`src/rtl/spi_cmd_sequencer.sv`:
```
// spi_cmd_sequencer: decodes SPI command words into burst writes, fills and
// control-register updates, and shares the memory write port with game logic.
// Game logic always wins the port. SPI writes go through a 1-entry pending buffer.
// Optional macro SPI_CMD_CHECKSUM_EN adds an XOR checksum of the accepted words.
//
// state     | meaning
// ----------+-------------------------------------------------------------
// IDLE      | after reset, no transaction seen yet
// HDR       | waiting for the header word
// DATA      | WRITE burst, each received word goes into the pending buffer
// FILL_WAIT | FILL, waiting for the fill word
// FILL_RUN  | FILL, loads the fill word once per cycle until rem runs out
// DISCARD   | transaction finished or ignored; waits for the next start
module spi_cmd_sequencer #(
    parameter int          ADDR_W     = 6,
    parameter logic [7:0]  CTRL_RESET = 8'h00
) (
    input  logic              clk,
    input  logic              nRst,
    input  logic              start_transaction,
    input  logic              write_en,
    input  logic [15:0]       write_value,
    input  logic              game_req,
    input  logic [ADDR_W-1:0] game_addr,
    input  logic [15:0]       game_wdata,
    output logic              game_gnt,
    output logic              mem_we,
    output logic [ADDR_W-1:0] mem_addr,
    output logic [15:0]       mem_wdata,
    output logic [7:0]        ctrl_reg,
    output logic              busy,
    output logic              overflow
`ifdef SPI_CMD_CHECKSUM_EN
    ,
    output logic [15:0]       checksum
`endif
);

    typedef enum logic [2:0] {
        IDLE, HDR, DATA, FILL_WAIT, FILL_RUN, DISCARD
    } state_t;

    localparam logic [ADDR_W-1:0] ADDR_ONE = 1;

    state_t            state;
    logic [ADDR_W-1:0] addr;
    logic [7:0]        rem;
    logic [15:0]       fill_word;
    logic              pend_valid;
    logic [ADDR_W-1:0] pend_addr;
    logic [15:0]       pend_data;

    logic [1:0]        hdr_cmd;
    logic [ADDR_W-1:0] hdr_addr;
    logic [7:0]        hdr_cnt;
    logic              can_load;
    logic              data_acc;
    logic              fill_lat;

    assign hdr_cmd  = write_value[15:14];
    assign hdr_addr = write_value[8 +: ADDR_W];
    assign hdr_cnt  = write_value[7:0];

    // The buffer accepts a new entry when it is empty or drains this cycle
    assign can_load = !pend_valid || !game_req;
    assign data_acc = !start_transaction && (state == DATA) && write_en && can_load;
    assign fill_lat = !start_transaction && (state == FILL_WAIT) && write_en;

    assign busy = ((state != IDLE) && (state != DISCARD)) || pend_valid;

    // Port arbitration, command sequencing and pending-buffer management
    always_ff @(posedge clk or negedge nRst) begin
        if (!nRst) begin
            state      <= IDLE;
            addr       <= '0;
            rem        <= '0;
            fill_word  <= '0;
            pend_valid <= 1'b0;
            pend_addr  <= '0;
            pend_data  <= '0;
            game_gnt   <= 1'b0;
            mem_we     <= 1'b0;
            mem_addr   <= '0;
            mem_wdata  <= '0;
            ctrl_reg   <= CTRL_RESET;
            overflow   <= 1'b0;
        end else begin
            game_gnt <= game_req;
            if (game_req) begin
                mem_we    <= 1'b1;
                mem_addr  <= game_addr;
                mem_wdata <= game_wdata;
            end else if (pend_valid) begin
                mem_we     <= 1'b1;
                mem_addr   <= pend_addr;
                mem_wdata  <= pend_data;
                pend_valid <= 1'b0;
            end else begin
                mem_we <= 1'b0;
            end

            // A new transaction restarts decoding; an already pending entry still drains
            if (start_transaction) begin
                state <= HDR;
                addr  <= '0;
                rem   <= '0;
            end else begin
                case (state)
                    HDR: begin
                        if (write_en) begin
                            case (hdr_cmd)
                                2'b00: state <= DISCARD;
                                2'b11: begin
                                    ctrl_reg <= hdr_cnt;
                                    state    <= DISCARD;
                                end
                                default: begin
                                    if (hdr_cnt == 8'd0) begin
                                        state <= DISCARD;
                                    end else begin
                                        addr  <= hdr_addr;
                                        rem   <= hdr_cnt;
                                        state <= (hdr_cmd == 2'b01) ? DATA : FILL_WAIT;
                                    end
                                end
                            endcase
                        end
                    end
                    DATA: begin
                        if (write_en) begin
                            if (can_load) begin
                                pend_valid <= 1'b1;
                                pend_addr  <= addr;
                                pend_data  <= write_value;
                                addr       <= addr + ADDR_ONE;
                                rem        <= rem - 8'd1;
                                if (rem == 8'd1) state <= DISCARD;
                            end else begin
                                overflow <= 1'b1;
                            end
                        end
                    end
                    FILL_WAIT: begin
                        if (write_en) begin
                            fill_word <= write_value;
                            state     <= FILL_RUN;
                        end
                    end
                    FILL_RUN: begin
                        if (write_en) overflow <= 1'b1;
                        if (can_load) begin
                            pend_valid <= 1'b1;
                            pend_addr  <= addr;
                            pend_data  <= fill_word;
                            addr       <= addr + ADDR_ONE;
                            rem        <= rem - 8'd1;
                            if (rem == 8'd1) state <= DISCARD;
                        end
                    end
                    default: ;
                endcase
            end
        end
    end

`ifdef SPI_CMD_CHECKSUM_EN
    // XOR of every word accepted into the buffer in DATA and the fill word once
    always_ff @(posedge clk or negedge nRst) begin
        if (!nRst) begin
            checksum <= '0;
        end else if (start_transaction) begin
            checksum <= '0;
        end else if (data_acc || fill_lat) begin
            checksum <= checksum ^ write_value;
        end
    end
`endif

endmodule

```
`config.mk`:
```
export PLATFORM = sky130hd
export DESIGN_NAME = spi_cmd_sequencer
export DESIGN_NICKNAME = d
export VERILOG_FILES = /design/src/rtl/spi_cmd_sequencer.sv
export SDC_FILE = /design/constraint.sdc
export NUM_CORES = 1
export LEC_CHECK = 0
export CAP_MARGIN = 10
export CORE_ASPECT_RATIO = 0.6
export CORE_MARGIN = 10
export CORE_UTILIZATION = 35
export CTS_CLUSTER_SIZE = 30
export DETAILED_ROUTE_END_ITERATION = 12
export PLACE_DENSITY = 0.64
export SLEW_MARGIN = 15
export SYNTH_ARGS = -nofsm -noshare
export SYNTH_HDL_FRONTEND = slang
export SYNTH_SLANG_ARGS = --single-unit
```
`constraint.sdc`:
```
create_clock -name clk -period 5.9 [get_ports clk]
set_input_delay 1.18 -clock clk [delete_from_list [all_inputs] [get_ports clk]]
set_output_delay 1.18 -clock clk [all_outputs]
set_load 0.1 [all_outputs]
```
==> results_dict.tcl <==
set metrics [dict create \
    gp_congestion 0.8749 \
    coreArea_um2 11520 \
    cts_tree "built" \
    cp-end-kind "primary output" \
    fmax_mhz 280.7 \
    first_pass_iters 4 \
    p_per_area_nw_per_um2 448.4 \
    hold-path-cell-count 1 \
    critPathMaxStageDelay_ns 0.98 \
    power.total_mw 2.428 \
    diodes 0 \
    path_max_fanout 10 \
    worst_ir_drop_vdd_v 0.0001972 \
    timing.hold.ws_ns 0.4645 \
    hold_path_class "reg2reg" \
    synth_largest_area_cell "dfrtp_1" \
    leakagePower_nw 2.238 \
    synth_cells 390 \
    cts_root_buf "clkbuf_16" \
    grt_pass1_wl_mm 18.04 \
    cts_sinks 89 \
    start_util_pct 36.59 \
    synth_top_cell_area_share_pct 52.82 \
    cts.clk_slew.worst_paths_ns 0.06 \
    syn-num-nets 438 \
    fin_crit_sh_pct 60.38 \
    cts.htree.levels 3 \
    worstRegToRegCells 7 \
    clock_latency_ns 0.34 \
    ios 77 \
    cts_buffer_depth 2 \
    synth_edf_count 0 \
    cp_slowest_cell "clkdlybuf4s50_1" \
    synth.most_common_cell "dfrtp_1" \
    hold_viol 0 \
    dieArea_um2 16980 \
    cp.arrival_ns 2.38 \
    rows 30 \
    setup_violations 0 \
    fin_ws_ns 2.337 \
    drc_errors 0 \
    hp-start "overflow$_DFFE_PN0P_" \
    numCtsBuffers 9 \
    avgSynthCellArea_um2 10.81 \
    path_depth 3 \
    setup-tns-final_ns 0 \
    cap_violations 0 \
    fin_crit_ns 3.563 \
    grt_util_all_layers_pct 13.13 \
    placed_area_um2 5104 \
    start_kind "register" \
    synth_cell_types 40 \
    finalMaxSlewViolations 0 \
    synth-seq-cells 89 \
    area_delta_synth_final_pct 28.40 \
    postCtsHoldBufs 0 \
    reg.largest.list "fill_word (16), mem_wdata (16), pend_data (16)" \
    rsz0062_at_grt "false" \
    nNetsFinal 505 \
    drtAntennaViolNets 0 \
    yosysWarnings 0 \
    crit_buf_inv 1 \
    final_area_um2 5414 \
    r2r_slack_ns 3.50 \
    skew_ns 0.008367 \
    syn-cell-area_um2 4217 \
    reg2reg_from "state[2]$_DFFE_PN0P_" \
    dp_hpwl_mm 8.064 \
    cts-resized-gates 0 \
    critical_path_class "reg2out" \
    dp_slack_ns 2.343 \
    async_reset_ff_share_pct 100.0 \
    ys_top_cells_by_area "dfrtp_1 53%, mux2i_1 9.5%, mux2_2 8.0%, o21ai_0 7.0%, nand2_1 4.5%" \
    antenna_found_initial 0 \
    drtIter0Drc 171 \
    cp_top_family "buffers and inverters" \
    synth-seq-area-share_pct 52.82 \
    grt_max_degree 66 \
    crit_chain "xor2_1, or3_1, clkdlybuf4s50_1" \
    io_buffers 76 \
    slew_headroom_pct 33.55 \
    wl_mm 11.07 \
    holdPathEnd "overflow$_DFFE_PN0P_" \
    synth_common_cells "89 x dfrtp_1, 59 x o21ai_0, 50 x nand2_1, 40 x mux2i_1, 30 x mux2_2" \
    die_h_um 105.0 \
    tightestPinTransition_ns 0.9936 \
    drive_gt1_share_pct 13.64 \
    synth_ff_type "dfrtp_1" \
    grt.overflow.total 0 \
    vias 3217 \
    critPathRequiredTime_ns 4.72 \
    routedWlPerCell_um 17.80 \
    grt_pass1_vias 3246 \
    r2r_end "addr[5]$_DFFE_PN0P_" \
    die_x_um 161.7 \
    outcome "finished, final reports clean" \
    routed_via_density 5.172 \
    cts_setup_buffers 0 \
]
## where the power goes
group	internal (mW)	switching, mW
sequential	0.798	0.135
combinational	0.299	0.612
clock	0.341	0.244
total	1.44	0.991
## worst max path at each step
stage                                     from                         to  slack [ns]
after floorplan           state[0]$_DFFE_PN0P_                       busy        3.37
after global placement       start_transaction  fill_word[12]$_DFFE_PN0P_        2.46
after detailed placement     start_transaction  fill_word[11]$_DFFE_PN0P_        2.34
after CTS                 state[0]$_DFFE_PN0P_                       busy        2.32
after global routing      state[0]$_DFFE_PN0P_                       busy        2.27
final                     state[0]$_DFFE_PN0P_                       busy        2.34
## routing by layer
metal | GRT usage (%) | wire, µm | part of all wire [%] | up-vias
met4 | 3.687 | 83 | 0.75 | 0
met1 | 18.83 | 5297 | 48 | 1586
met5 | 0 | 0 | 0 | -
li1 | - | - | - | 1516
met3 | 4.624 | 1014 | 9.2 | 8
met2 | 18.01 | 4674 | 42 | 107
## area by class of cell
class                   instances  area (µm²)
flip-flops and latches         89        2227
repair buffers                 82       803.3
inverters                       4       15.01
well taps                     160       200.2
clock inverters                 6       65.06
fillers                      1095        6110
clock buffers                  10       239.0
multi-input cells             271        1864
## layout by cell type, fill, tap and decap left out, types with 5 or more instances in the layout
| cell | synthesis | final |
|---|---|---|
| nor4_1 | 6 | 6 |
| a21oi_1 | 12 | 12 |
| o21ai_0 | 59 | 59 |
| mux2_2 | 30 | 30 |
| clkdlybuf4s50_1 | 0 | 75 |
| nand2_1 | 50 | 50 |
| buf_4 | 4 | 7 |
| nor2_1 | 19 | 19 |
| mux2i_1 | 40 | 40 |
| ha_1 | 5 | 5 |
| clkbuf_16 | 0 | 9 |
| dfrtp_1 | 89 | 89 |
## per-stage QoR
| step | std cells | util [%] |
|---|---|---|
| after floorplan | 390 | - |
| after global placement | 606 | 44.29 |
| after detailed placement | 606 | 44.29 |
| after CTS | 622 | 46.93 |
| after global routing | 622 | 46.98 |
| final | 622 | 46.98 |
## cell families after synthesis
| family | count (synthesis) | synth area share (%) |
|---|---|---|
| xor+xnor | 3 | 0.6233 |
| fa+ha+maj | 5 | 1.484 |
| mux | 72 | 18.22 |
| simple gates | 106 | 12.23 |
| buf+inv | 30 | 3.412 |
| flops | 89 | 52.82 |
| compound gates | 85 | 11.22 |
## worst reg2reg max path, stage by stage (launching register included)
cell	delay (ns)
dfrtp_1	0.51
nor3b_4	0.21
buf_4	0.25
or4_1	0.55
o311ai_1	0.10
buf_4	0.29
or2_2	0.24
o21ai_0	0.12
Note: power is estimated with default switching activity, not from simulation.
